[src/rtl/uart_tx_frame_arb.sv]
// Round-robin frame arbiter in front of a single UART transmitter.
// Latches a 1-4 byte frame from the winner and feeds it out MSB-byte first.
module uart_tx_frame_arb #(
  parameter int BUSY_TIMEOUT = 64
) (
  input  logic        clk,
  input  logic        rst,
  input  logic        req0_valid,
  input  logic [31:0] req0_data,
  input  logic [2:0]  req0_len,
  output logic        req0_ack,
  input  logic        req1_valid,
  input  logic [31:0] req1_data,
  input  logic [2:0]  req1_len,
  output logic        req1_ack,
  output logic        tx_ready,
  output logic [7:0]  tx_data,
  input  logic        tx_busy,
  output logic [1:0]  grant,
  output logic        busy
);

  typedef enum logic [1:0] {IDLE, START, WAIT_HI, WAIT_LO} state_t;

  localparam int TW = $clog2(BUSY_TIMEOUT + 1);
  localparam logic [TW-1:0] T_MAX = TW'(BUSY_TIMEOUT - 1);

  state_t          state, state_n;
  logic            last;
  logic [31:0]     shift;
  logic [2:0]      cnt;
  logic [TW-1:0]   tcnt;
  logic            pick0, pick1;
  logic [31:0]     sel_data;
  logic [2:0]      sel_len;

  function automatic logic [2:0] clamp_len(input logic [2:0] len);
    return (len > 3'd4) ? 3'd4 : len;
  endfunction

  // Left-justify the frame so its first byte sits in shift[31:24].
  function automatic logic [31:0] align_frame(input logic [31:0] d, input logic [2:0] lc);
    case (lc)
      3'd1:    return d << 24;
      3'd2:    return d << 16;
      3'd3:    return d << 8;
      3'd4:    return d;
      default: return 32'h0;
    endcase
  endfunction

  assign sel_data = pick1 ? req1_data : req0_data;
  assign sel_len  = clamp_len(pick1 ? req1_len : req0_len);

  always_ff @(posedge clk or posedge rst) begin
    if (rst) state <= IDLE;
    else     state <= state_n;
  end

  always_comb begin
    state_n = state;
    pick0   = 1'b0;
    pick1   = 1'b0;
    case (state)
      IDLE: begin
        // Skip the cycle an ack is out so a held valid is not taken twice.
        if (!(req0_ack || req1_ack)) begin
          if (req0_valid && (!req1_valid || last)) pick0 = 1'b1;
          else if (req1_valid)                     pick1 = 1'b1;
        end
        if ((pick0 || pick1) && (sel_len != 3'd0)) state_n = START;
      end
      START:   state_n = WAIT_HI;
      WAIT_HI: if (tx_busy || (tcnt == T_MAX)) state_n = WAIT_LO;
      WAIT_LO: if (!tx_busy) state_n = (cnt != 3'd0) ? START : IDLE;
      default: state_n = IDLE;
    endcase
  end

  always_ff @(posedge clk or posedge rst) begin
    if (rst) begin
      req0_ack <= 1'b0;
      req1_ack <= 1'b0;
      tx_ready <= 1'b0;
      tx_data  <= 8'h00;
      grant    <= 2'b00;
      busy     <= 1'b0;
      last     <= 1'b1;
      shift    <= 32'h0;
      cnt      <= 3'd0;
      tcnt     <= '0;
    end else begin
      req0_ack <= pick0;
      req1_ack <= pick1;
      tx_ready <= (state == START);
      busy     <= (state_n != IDLE);
      case (state)
        IDLE: begin
          if (pick0 || pick1) begin
            grant <= {pick1, pick0};
            last  <= pick1;
            shift <= align_frame(sel_data, sel_len);
            cnt   <= sel_len;
          end else begin
            grant <= 2'b00;
          end
        end
        START: begin
          tx_data <= shift[31:24];
          shift   <= shift << 8;
          cnt     <= cnt - 3'd1;
          tcnt    <= '0;
        end
        WAIT_HI: if (tcnt != T_MAX) tcnt <= tcnt + TW'(1);
        WAIT_LO: if (!tx_busy && (cnt == 3'd0)) grant <= 2'b00;
        default: ;
      endcase
    end
  end

endmodule

[config.mk]
export PLATFORM = sky130hd
export DESIGN_NAME = uart_tx_frame_arb
export DESIGN_NICKNAME = d
export VERILOG_FILES = /design/src/rtl/uart_tx_frame_arb.sv
export SDC_FILE = /design/constraint.sdc
export NUM_CORES = 1
export LEC_CHECK = 0
export CORE_MARGIN = 3
export CORE_UTILIZATION = 51
export DETAILED_ROUTE_END_ITERATION = 6
export PLACE_DENSITY = 0.81
export SLEW_MARGIN = 20
export SYNTH_ARGS = -nofsm -noshare
export SYNTH_HDL_FRONTEND = slang
export SYNTH_SLANG_ARGS = --single-unit
[constraint.sdc]
create_clock -name clk -period 2.55 [get_ports clk]
set_input_delay 0.3825 -clock clk [delete_from_list [all_inputs] [get_ports clk]]
set_output_delay 0.3825 -clock clk [all_outputs]
set_load 0.02 [all_outputs]
* Word level (Yosys, flattened, before mapping)
Cells that the tools add are included.
Storage, ports and cells: register bits after elaboration 59, bits in latches 0, bits in writable memories 0, memory bits (read-only) 0, memories kept 0
Cells by class: add/sub/neg operators 2, $mul 0, div/mod/pow operators 0, order comparisons 1, eq/ne operators 12, shift-type cells 0, mux-type cells 27, bitwise gates (word level) 0, reduce and logical (&&, ||, !) cells 22
Operators with widths (number):
- 32-bit case mux with 4 select lines | 1
- 32-bit two-way mux | 2
- 32-bit case mux with 2 select lines | 1
- 7-bit case mux with 2 select lines | 1
- 1-bit two-way mux | 10
- 2-bit two-way mux | 5
- 3-bit two-way mux | 3
- 2-bit case mux with 4 select lines | 1
- 2-bit AND reduction | 4
- 2-bit nonzero test | 4
- 7-bit by 1-bit adder with 7-bit output, second input constant | 1
- 7-bit by 6-bit == test with 1-bit output, second input constant | 1
- 7-bit two-way mux | 1
- 7-bit by 6-bit inequality test with 1-bit output, second input constant | 1
- 3-bit by 2-bit == test with 1-bit output, second input constant | 2
- 2-bit inequality test, second input constant | 3
- 3-bit case mux with 2 select lines | 1
- 3-bit nonzero test | 2
- 1-bit logical OR | 5
- 2-bit == test, second input constant | 2
- 2-bit case mux with 2 select lines | 1
- 3-bit by 1-bit == test with 1-bit output, second input constant | 1
- 3-bit == test, second input constant | 1
- 3-bit greater-than comparator, second input constant | 1
- other kinds (6) | 9

* Logic depth before layout (Yosys ltp)
Gate-level depths: netlist (run 1).
word-level depth 15, depth in mapped cells 7, gate-level depth less buffers 6

* Worst setup path before layout (run 1)
No wires, ideal clock.
path kind register to register, start point register req1_ack, end point register shift[10], library setup time 0.126 ns, data arrival time 1.649 ns, slack 0.775 ns, cell stages (with the launch flop) 7, path buffers 1, cell sequence dfrtp_1 nor4_4 nand2_2 buf_6 a211oi_1 a211oi_1 a221o_1
Between the ends: longest elaborated chain between the ends 11, elaborated cells between the ends (all ways) 21, those cells by class order compare: 1; eq/ne: 5; mux: 12; reduce/logical: 3
RTL lines:
- from (decl) | line 15 | output logic req1_ack,
- from (signal assigned) | line 94 | req1_ack <= pick1;
- 1-bit logical OR (*) | line 67 | if (!(req0_ack || req1_ack)) begin
- 1-bit two-way mux | line 67
- 1-bit two-way mux (2 in series) | line 64 | case (state)
- 3-bit two-way mux | line 53 | assign sel_len = clamp_len(pick1 ? req1_len : req0_len);
- 3-bit greater-than comparator | line 38 | return (len > 3'd4) ? 3'd4 : len;
- 3-bit two-way mux | line 38
- 3-bit == test (tied with other cells) | line 43 | case (lc)
- 32-bit case mux with 4 select lines | line 43
- 32-bit two-way mux | line 99 | if (pick0 || pick1) begin
- 32-bit case mux with 2 select lines | line 97 | case (state)
- to (signal assigned) | line 102 | shift <= align_frame(sel_data, sel_len);
- to (signal assigned) | line 110 | shift <= shift << 8;
- to (decl) | line 30 | logic [31:0] shift;
Mark *: on every way between the ends. The rest lies on a longest branch, timed or not. The select of a mux whose other input is x is not followed. A chain may end at the register's enable or synchronous reset.

* Final worst setup path (run 1)
start point input port req1_valid, end point register shift[24]
Between the ends: longest elaborated chain between the ends 14, elaborated cells between the ends (all ways) 26, those cells by class order compare: 1; eq/ne: 5; mux: 15; reduce/logical: 5
RTL lines:
- from (decl) | line 12 | input logic req1_valid,
- 1-bit logical NOT | line 68 | if (req0_valid && (!req1_valid || last)) pick0 = 1'b1;
- 1-bit logical OR | line 68
- 1-bit logical AND | line 68
- 1-bit two-way mux | line 68
- 1-bit two-way mux | line 67
- 1-bit two-way mux (2 in series) | line 64
- 3-bit two-way mux | line 53
- 3-bit greater-than comparator | line 38
- 3-bit two-way mux | line 38
- 3-bit == test (tied with other cells) | line 43
- 32-bit case mux with 4 select lines | line 43
- 32-bit two-way mux | line 99
- 32-bit case mux with 2 select lines | line 97
Parallel ways exist; a longest one is shown, timed or not. The select of a mux whose other input is x is not followed.

==> results of run 1 <==
[per-layer routing]
layer | track usage [%] | vias to the layer above
li1 | - | 1812
met1 | 39.25 | 1769
met2 | 38.33 | 167
met3 | 4.549 | 14
met4 | 9.035 | 0
met5 | 0 | -
[how the worst min path moves through the flow]
stage / slack (ns) / endpoint / cells past startpoint / from
2_1_floorplan: 0.44 / tx_data[0] / 2 / shift[24]
3_3_place_gp: 0.45 / tx_data[5] / 2 / shift[29]
3_5_place_dp: 0.45 / tx_data[5] / 2 / shift[29]
4_1_cts: 0.48 / tcnt[4] / 2 / rst
5_1_grt: 0.48 / tx_data[2] / 2 / shift[26]
6_report: 0.46 / state[1] / 2 / rst
[cells in the mapped netlist (all sizes together)]
cell type and instances:
clkbuf 28, o311a 2, a21oi 26, dfstp 1
nor2 17, nor3 9, and3 2, a32o 1
nand3b 1, ha 3, mux2 16, nand3 21
xor2 2, a21o 3, inv 17, a22oi 18
buf 11, mux2i 25, o211ai 11, a221o 7
o31ai 4, nor2b 13, a221oi 16, nand2b 3
a211oi 13, o31a 1, a21boi 2, clkinv 1
nand2 64, a31oi 1, nor4 1, dfrtp 58
o21ai 54, nor3b 2
[cell usage in the layout (no fill, tap or decap), drive strengths merged, types with 2 or more instances in the layout]
cell type and n:
clkbuf 14, a21o 3, a21oi 26, nand2b 3, nor2 17, mux2 16
buf 16, ha 3, a22oi 18, o21ai 54, o311a 2, nand2 64
nand3 21, o31ai 4, inv 17, o211ai 11, xor2 2, and3 2
a221o 7, a21boi 2, clkdlybuf4s50 88, dfrtp 58, nor2b 13, a221oi 16
nor3 9, a211oi 13, mux2i 25, nor3b 2
[state kept, by name, summed over array words and instances, names as in the netlist]
name / count
req1_ack: 1
cnt: 3
shift: 32
tcnt: 7
req0_ack: 1
state: 2
tx_data: 8
last: 1
tx_ready: 1
grant: 2
busy: 1
[layout make-up]
cell class                      count  area [µm²]  share of cell area, %
Tap cell                           99       123.9                  2.443
Timing Repair Buffer              104        1051                  20.73
Clock buffer                       14       182.7                  3.603
Clock inverter                      1       30.03                 0.5923
Inverter                           18       67.56                  1.333
Sequential cell                    59        1478                  29.15
Multi-Input combinational cell    338        2137                  42.15
[power breakdown]
| part | leakage [nW] | internal [mW] | switching [mW] |
|---|---|---|---|
| combinational | 1.35 | 0.675 | 0.859 |
| clock | 0.109 | 0.554 | 0.349 |
| sequential | 0.775 | 1.24 | 0.204 |
[through the flow]
step                      power (mW)  std cells  setup TNS (ns)  utilization, %  hold WS, ns
after floorplan                2.371        454               0               -       0.4396
after global placement         2.896        618               0           66.61       0.4511
after detailed placement       2.966        618         -0.1491           66.61       0.4496
after CTS                      3.880        633               0           69.53       0.4758
after global routing           4.145        633               0           69.53       0.4824
final                          3.878        633               0           69.53       0.4577
[logic make-up (layout without fill, tap and decap cells)]
| group | Yosys count | count (layout) | share of synthesized area (%) |
|---|---|---|---|
| xor gates and xnor gates | 2 | 2 | 0.4552 |
| adders and majority gates | 3 | 3 | 0.9754 |
| DFF | 59 | 59 | 38.39 |
| AOI/OAI and AO/OA | 159 | 159 | 26.98 |
| muxes | 41 | 41 | 11.18 |
| and+or+nand+nor | 133 | 133 | 15.93 |
| buffers and inverters | 57 | 137 | 6.079 |
==> results.txt, run 1 <==
The final routed wire length divided by cell count is 17.21 µm. The via count of the first global-routing pass was 3,636. The startpoint of the lowest-slack register-to-register path is state[1]. Counting along the longest clock path gives a buffer depth of 2. The critical path endpoint category is a flip-flop. Setup violations remaining at the end of the flow were counted as 0. The hold buffer count at CTS came out at 0. The data required time at the worst endpoint is 2.80 ns.

Of the available clock period, the critical path in the final layout requires 92.09%. The later-pin clock latency in the skew report is 0.33 ns. The sum of met3 wire segment lengths after detailed routing came out at 821 µm. The worst setup slack before clock tree synthesis came out at -0.05415 ns. The H-tree level count is 3.

The sequential share of the synthesized area is 38.39%. The number of antenna violations at the first check in global routing came out at 0. Counting every net in the synthesized netlist gives 532. The first-pass GRT wire length came out at 18,140 µm. The CTS buffer count is 9. The achievable clock frequency came out at 0.4258 GHz. The biggest fanout along the worst timing path came out at 44. The first-pass detailed-route iteration total came out at 5. At the end of the flow, the number of nets in the layout was 608.

The capture point of the critical path is shift[24]. The kind of start point of the critical path is a primary input. Setup repair after global routing left no endpoint under its margin. Of the post-synthesis cell area, the dominant cell type holds 37.71%. The flow ran to the end, and the final reports show no timing, DRC or antenna violations. The placed instances occupy a cell area of 4857 µm². The effective utilization at floorplan came out at 52.78%.

The sum of met2 wire segment lengths after detailed routing is 5007 µm. The synthesized area per cell is 8.477 µm². The worst slew margin relative to its limit is 54.09%.

The count of cell types in the netlist came out at 39. The number of warnings reported in the yosys synthesis log came out at 0. The overall routing resource usage came out at 26.31%.

The number of vias in the routed layout is 3,762. The die is 92.87 µm wide. The startpoint of the most critical setup path is req1_valid.

The clock transition at the registers of the reported paths is 0.07 ns. After the first detailed-routing iteration, the DRC count stood at 394. The final RePlAce weighted congestion came out at 0.9476. The combined area of all synthesized cells came out at 3849 µm². The depth of the critical timing path with buffers and inverters included is 8. The final setup slack of the worst path came out at 0.2016 ns. The delay of the slowest cell on the worst path came out at 0.53 ns. The aggregate global routing overflow came out at 0. The number of buffers and inverters on the critical path is 3. Summing all non-filler instances in the final layout gives an area of 5070 µm².

By area the synthesized netlist is led by sky130_fd_sc_hd__dfrtp_1 (38%), sky130_fd_sc_hd__o21ai_0 (6.9%), sky130_fd_sc_hd__mux2i_1 (6.5%), sky130_fd_sc_hd__nand2_1 (6.1%), sky130_fd_sc_hd__mux2_2 (4.7%). The clock period could shrink to 2.348 ns. The number of cells on the worst reg-to-reg path came out at 7. The worst setup slack for register-to-register paths came out at 0.27 ns.

After clock tree synthesis, the repair step resized 0 gates. The final number of hold-violating endpoints came out at 0. The highest routed metal layer is met4.

The average vias per placed instance is 5.943. The number of port buffers is 88. The area of the core is 7292 µm². The endpoint identified for the worst register-to-register timing path is shift[24]. The post-synthesis cell type with the largest combined area is sky130_fd_sc_hd__dfrtp_1. The top cell family by delay on the critical path is buffers and inverters. The y dimension of the die came out at 92.87 µm.

The static leakage power is 2.233 nW. The number of buffers added for setup after CTS is 0. The repair_antennas step left the layout with diodes totalling 0. The data arrival time of the worst path came out at 2.59 ns. The largest net degree at the start of global routing is 45.

TritonCTS built the clock tree. The final routed wirelength across all metal layers came out at 10,900 µm. On the critical path, the stage with the largest delay is an instance of sky130_fd_sc_hd__clkdlybuf4s50_1.

The gate count after technology mapping is 454. In this run, synthesis produced a sequential element count of 59. The count of max-cap constraint violations came out at 0. The area growth from synthesis to final layout came out at 31.73%.

The count of nets left with antenna violations after detail routing is 0. The tightest min-delay check is of the primary input to asynchronous set/reset pin type. The number of slew-limit violations in the final report is 0. The clock skew after layout came out at 0.008762 ns. The die area is 8625 µm².

In this run the clock root is driven by a sky130_fd_sc_hd__clkbuf_8. 89 I/O pins were placed. The setup path with the least slack is of type primary input to flip-flop. The wire length the detailed router placed on met1 is 4898 µm. The DRC violation count after routing came out at 0. Fill cells in the final layout number 592. The signal on the critical path passes through clkdlybuf4s50_1 > a21boi_0 > nand2_2 > buf_12 > buf_4 > nor3_1 > a21oi_1 > o21ai_0. The maximum ir drop on the vdd rail came out at 0.0003328 V. The detailed-placement wirelength estimate came out at 7993 µm. Of the cells placed in the final design, the portion with a size suffix greater than 1 is 9.363%. The total power divided by cell area came out at 764.9 nW/µm². The transition time at the pin with the least slew margin came out at 0.6872 ns. The site row count is 31. The CTS sink count came out at 59.
Power figures use the tool's default switching activity.
==> inputs of run 2 (changes only) <==
- CTS_BUF_LIST: unset -> sky130_fd_sc_hd__clkbuf_16
- MAX_ROUTING_LAYER: unset -> met4
==> results.txt, run 2 (synthesis gave the netlist of run 1 again) <==
The run finished with clean final reports. The achievable clock frequency came out at 0.4260 GHz. The net count of the finished layout is 607. The register with the most flip-flops in the layout has 32 of them. The cell area after placement came out at 4825 µm². Net switching is 34.96% of the power. The static leakage power came out at 2.266 nW.

The clock network burns 29.2% of the power. In this run the power density over the cells is 820.0 nW/µm². The summed area of non-filler cells in the final layout came out at 5125 µm².

The hold buffer count at CTS came out at 0. The first-pass GRT wire length is 18,600 µm. The DRC violation count after routing is 0. The overall routing resource usage is 28.12%. The H-tree level count came out at 3.

The detailed-placement wirelength estimate is 8389 µm. The startpoint of the most critical setup path is req1_valid. The die area is 8625 µm². The library cells used most frequently in the layout, excluding fill and tap cells, are sky130_fd_sc_hd__clkdlybuf4s50_1 (88), sky130_fd_sc_hd__nand2_1 (63), sky130_fd_sc_hd__dfrtp_1 (58).

The biggest fanout along the worst timing path is 16. The number of placed I/O pins is 89. The area of the core came out at 7292 µm².

The fraction of layout instances using a drive strength above 1 came out at 8.630%. STA classifies the critical path startpoint as a primary input. The area growth from synthesis to final layout came out at 33.16%. The worst slack on hold paths came out at 0.4705 ns. The data arrival time of the worst path came out at 2.54 ns. The die is 92.87 µm wide. Clock tree synthesis found a total of 59 sinks. TritonCTS built the clock tree. The count of cells resized by post-cts repair is 0. The number of slew-limit violations in the final report is 0. The largest net degree at the start of global routing came out at 62. The final routed wirelength across all metal layers is 11,630 µm. The effective utilization at floorplan is 52.78%.

The count of inserted antenna diode cells is 0. The internal power of the cells totals 2.733 mW. In this design, the stage delay of the slowest critical-path cell is 0.76 ns.

The worst slew margin relative to its limit is 36.50%. The slowest stage of the critical path belongs to the cell sky130_fd_sc_hd__o21ai_1. The final number of hold-violating endpoints came out at 0.

The count of max-cap constraint violations came out at 0. The aggregate global routing overflow is 0. Dividing the detail-routed wire length by the instance count gives 18.41 µm. The data required time at the worst endpoint is 2.74 ns. After floorplanning, the core was divided into 31 placement rows. The number of vias in the routed layout is 3,841.

The critical path goes through clkdlybuf4s50_1 > a21boi_1 > o31a_1 > o21ai_1 > buf_4 > o21ai_0. Clock-pin slew was measured on the worst setup and hold paths at 0.05 ns. At the pin with the least slew margin, the transition time is 0.9461 ns. The via count of the first global-routing pass came to 3,556. The later-pin clock latency in the skew report is 0.33 ns.

The maximum ir drop on the vdd rail is 0.0003817 V. The number of DRC markers after the initial detailed-route iteration is 304. The setup violation total in the final timing report came out at 0. The startpoint identified for the worst hold timing path is tx_data[2]. Sequential cells burn 34.6% of the power.

Setup repair after global routing left no endpoint under its margin. In this run the power spent charging and discharging nets is 1.469 mW. The CTS buffer count is 9. The first-pass detailed-route iteration total came out at 6. The startpoint identified for the worst register-to-register timing path is last.

The tree is rooted in a sky130_fd_sc_hd__clkbuf_16. The final RePlAce weighted congestion came out at 0.9797. The maximum count of clock buffers along a single path came out at 2. The share of total power dissipated in combinational logic is 36.2%.

The shortest period the worst path allows came out at 2.347 ns. The share of the cycle needed by the critical path after routing is 92.05%. The y dimension of the die is 92.87 µm.

The number of buffers added for setup after CTS came out at 0. The critical path endpoint category is a flip-flop. The number of antenna violations at the first check in global routing came out at 0. The clock skew after layout came out at 0.008478 ns. The largest registers in the layout are shift: 32 flops, tx_data: 8 flops, tcnt: 7 flops.

The setup path with the least slack is of type primary input to flip-flop. The count of nets left with antenna violations after detail routing came out at 0. More flip-flops sit in one register than any other, and that register is shift. The average vias per placed instance is 6.078. The worst hold-check path type is flip-flop to flip-flop. In this run the tool buffered the top-level ports with 88 buffer cells.

The library cell used most frequently in the layout, excluding fill and tap cells, is sky130_fd_sc_hd__clkdlybuf4s50_1.
[run 2: final timing paths]
check,end,slack (ns),cells after the start
setup / recovery,shift[25],0.20,6
hold / removal,tx_data[2],0.47,2
setup reg to reg,shift[25],0.27,5
hold reg to reg,tx_data[2],0.47,2
max in group asynchronous,last,1.40,3
min in group asynchronous,tx_data[2],0.48,2
[run 2: final cells by class]
class	count	area [µm²]
clock buffers	9	225.2
inverters	18	67.56
repair buffers	103	1018
clock inverters	6	75.07
multi-input cells	338	2137
well taps	99	123.9
flip-flops and latches	59	1478
fillers	593	2167
[run 2: power groups by stage]
| stage | registers [mW] | clock network, mW | logic, mW |
|---|---|---|---|
| after global routing | 1.49 | 1.27 | 1.68 |
| after CTS | 1.45 | 1.23 | 1.52 |
| final | 1.45 | 1.23 | 1.52 |
| after floorplan | 1.48 | 0 | 0.892 |
| after detailed placement | 1.46 | 0 | 1.51 |
| after global placement | 1.44 | 0 | 1.47 |
[run 2: layer usage]
layer  share of wire [%]  GRT usage [%]  routed length, µm
met1                  46          41.95               5362
met2                  45          39.83               5221
met3                 7.3          4.387                855
met4                 1.7          7.326                195
met5                   0              -                  0
[run 2: critical path: cells and delay by family]
kind / cells / cell delay, ns
AO/OA/AOI/OAI: 4 / 1.31
buffers and inverters: 2 / 0.84
[run 2: stage by stage]
stage / setup TNS, ns / total power [mW] / std cells / util, % / setup WS (ns)
6_report: 0 / 4.202 / 632 / 70.28 / 0.2026
3_3_place_gp: -4.236 / 2.903 / 617 / 66.16 / -0.2482
5_1_grt: 0 / 4.442 / 632 / 70.28 / 0.1029
2_1_floorplan: 0 / 2.371 / 454 / - / 0.7128
4_1_cts: 0 / 4.198 / 632 / 70.28 / 0.06900
3_5_place_dp: -4.689 / 2.970 / 617 / 66.16 / -0.2632
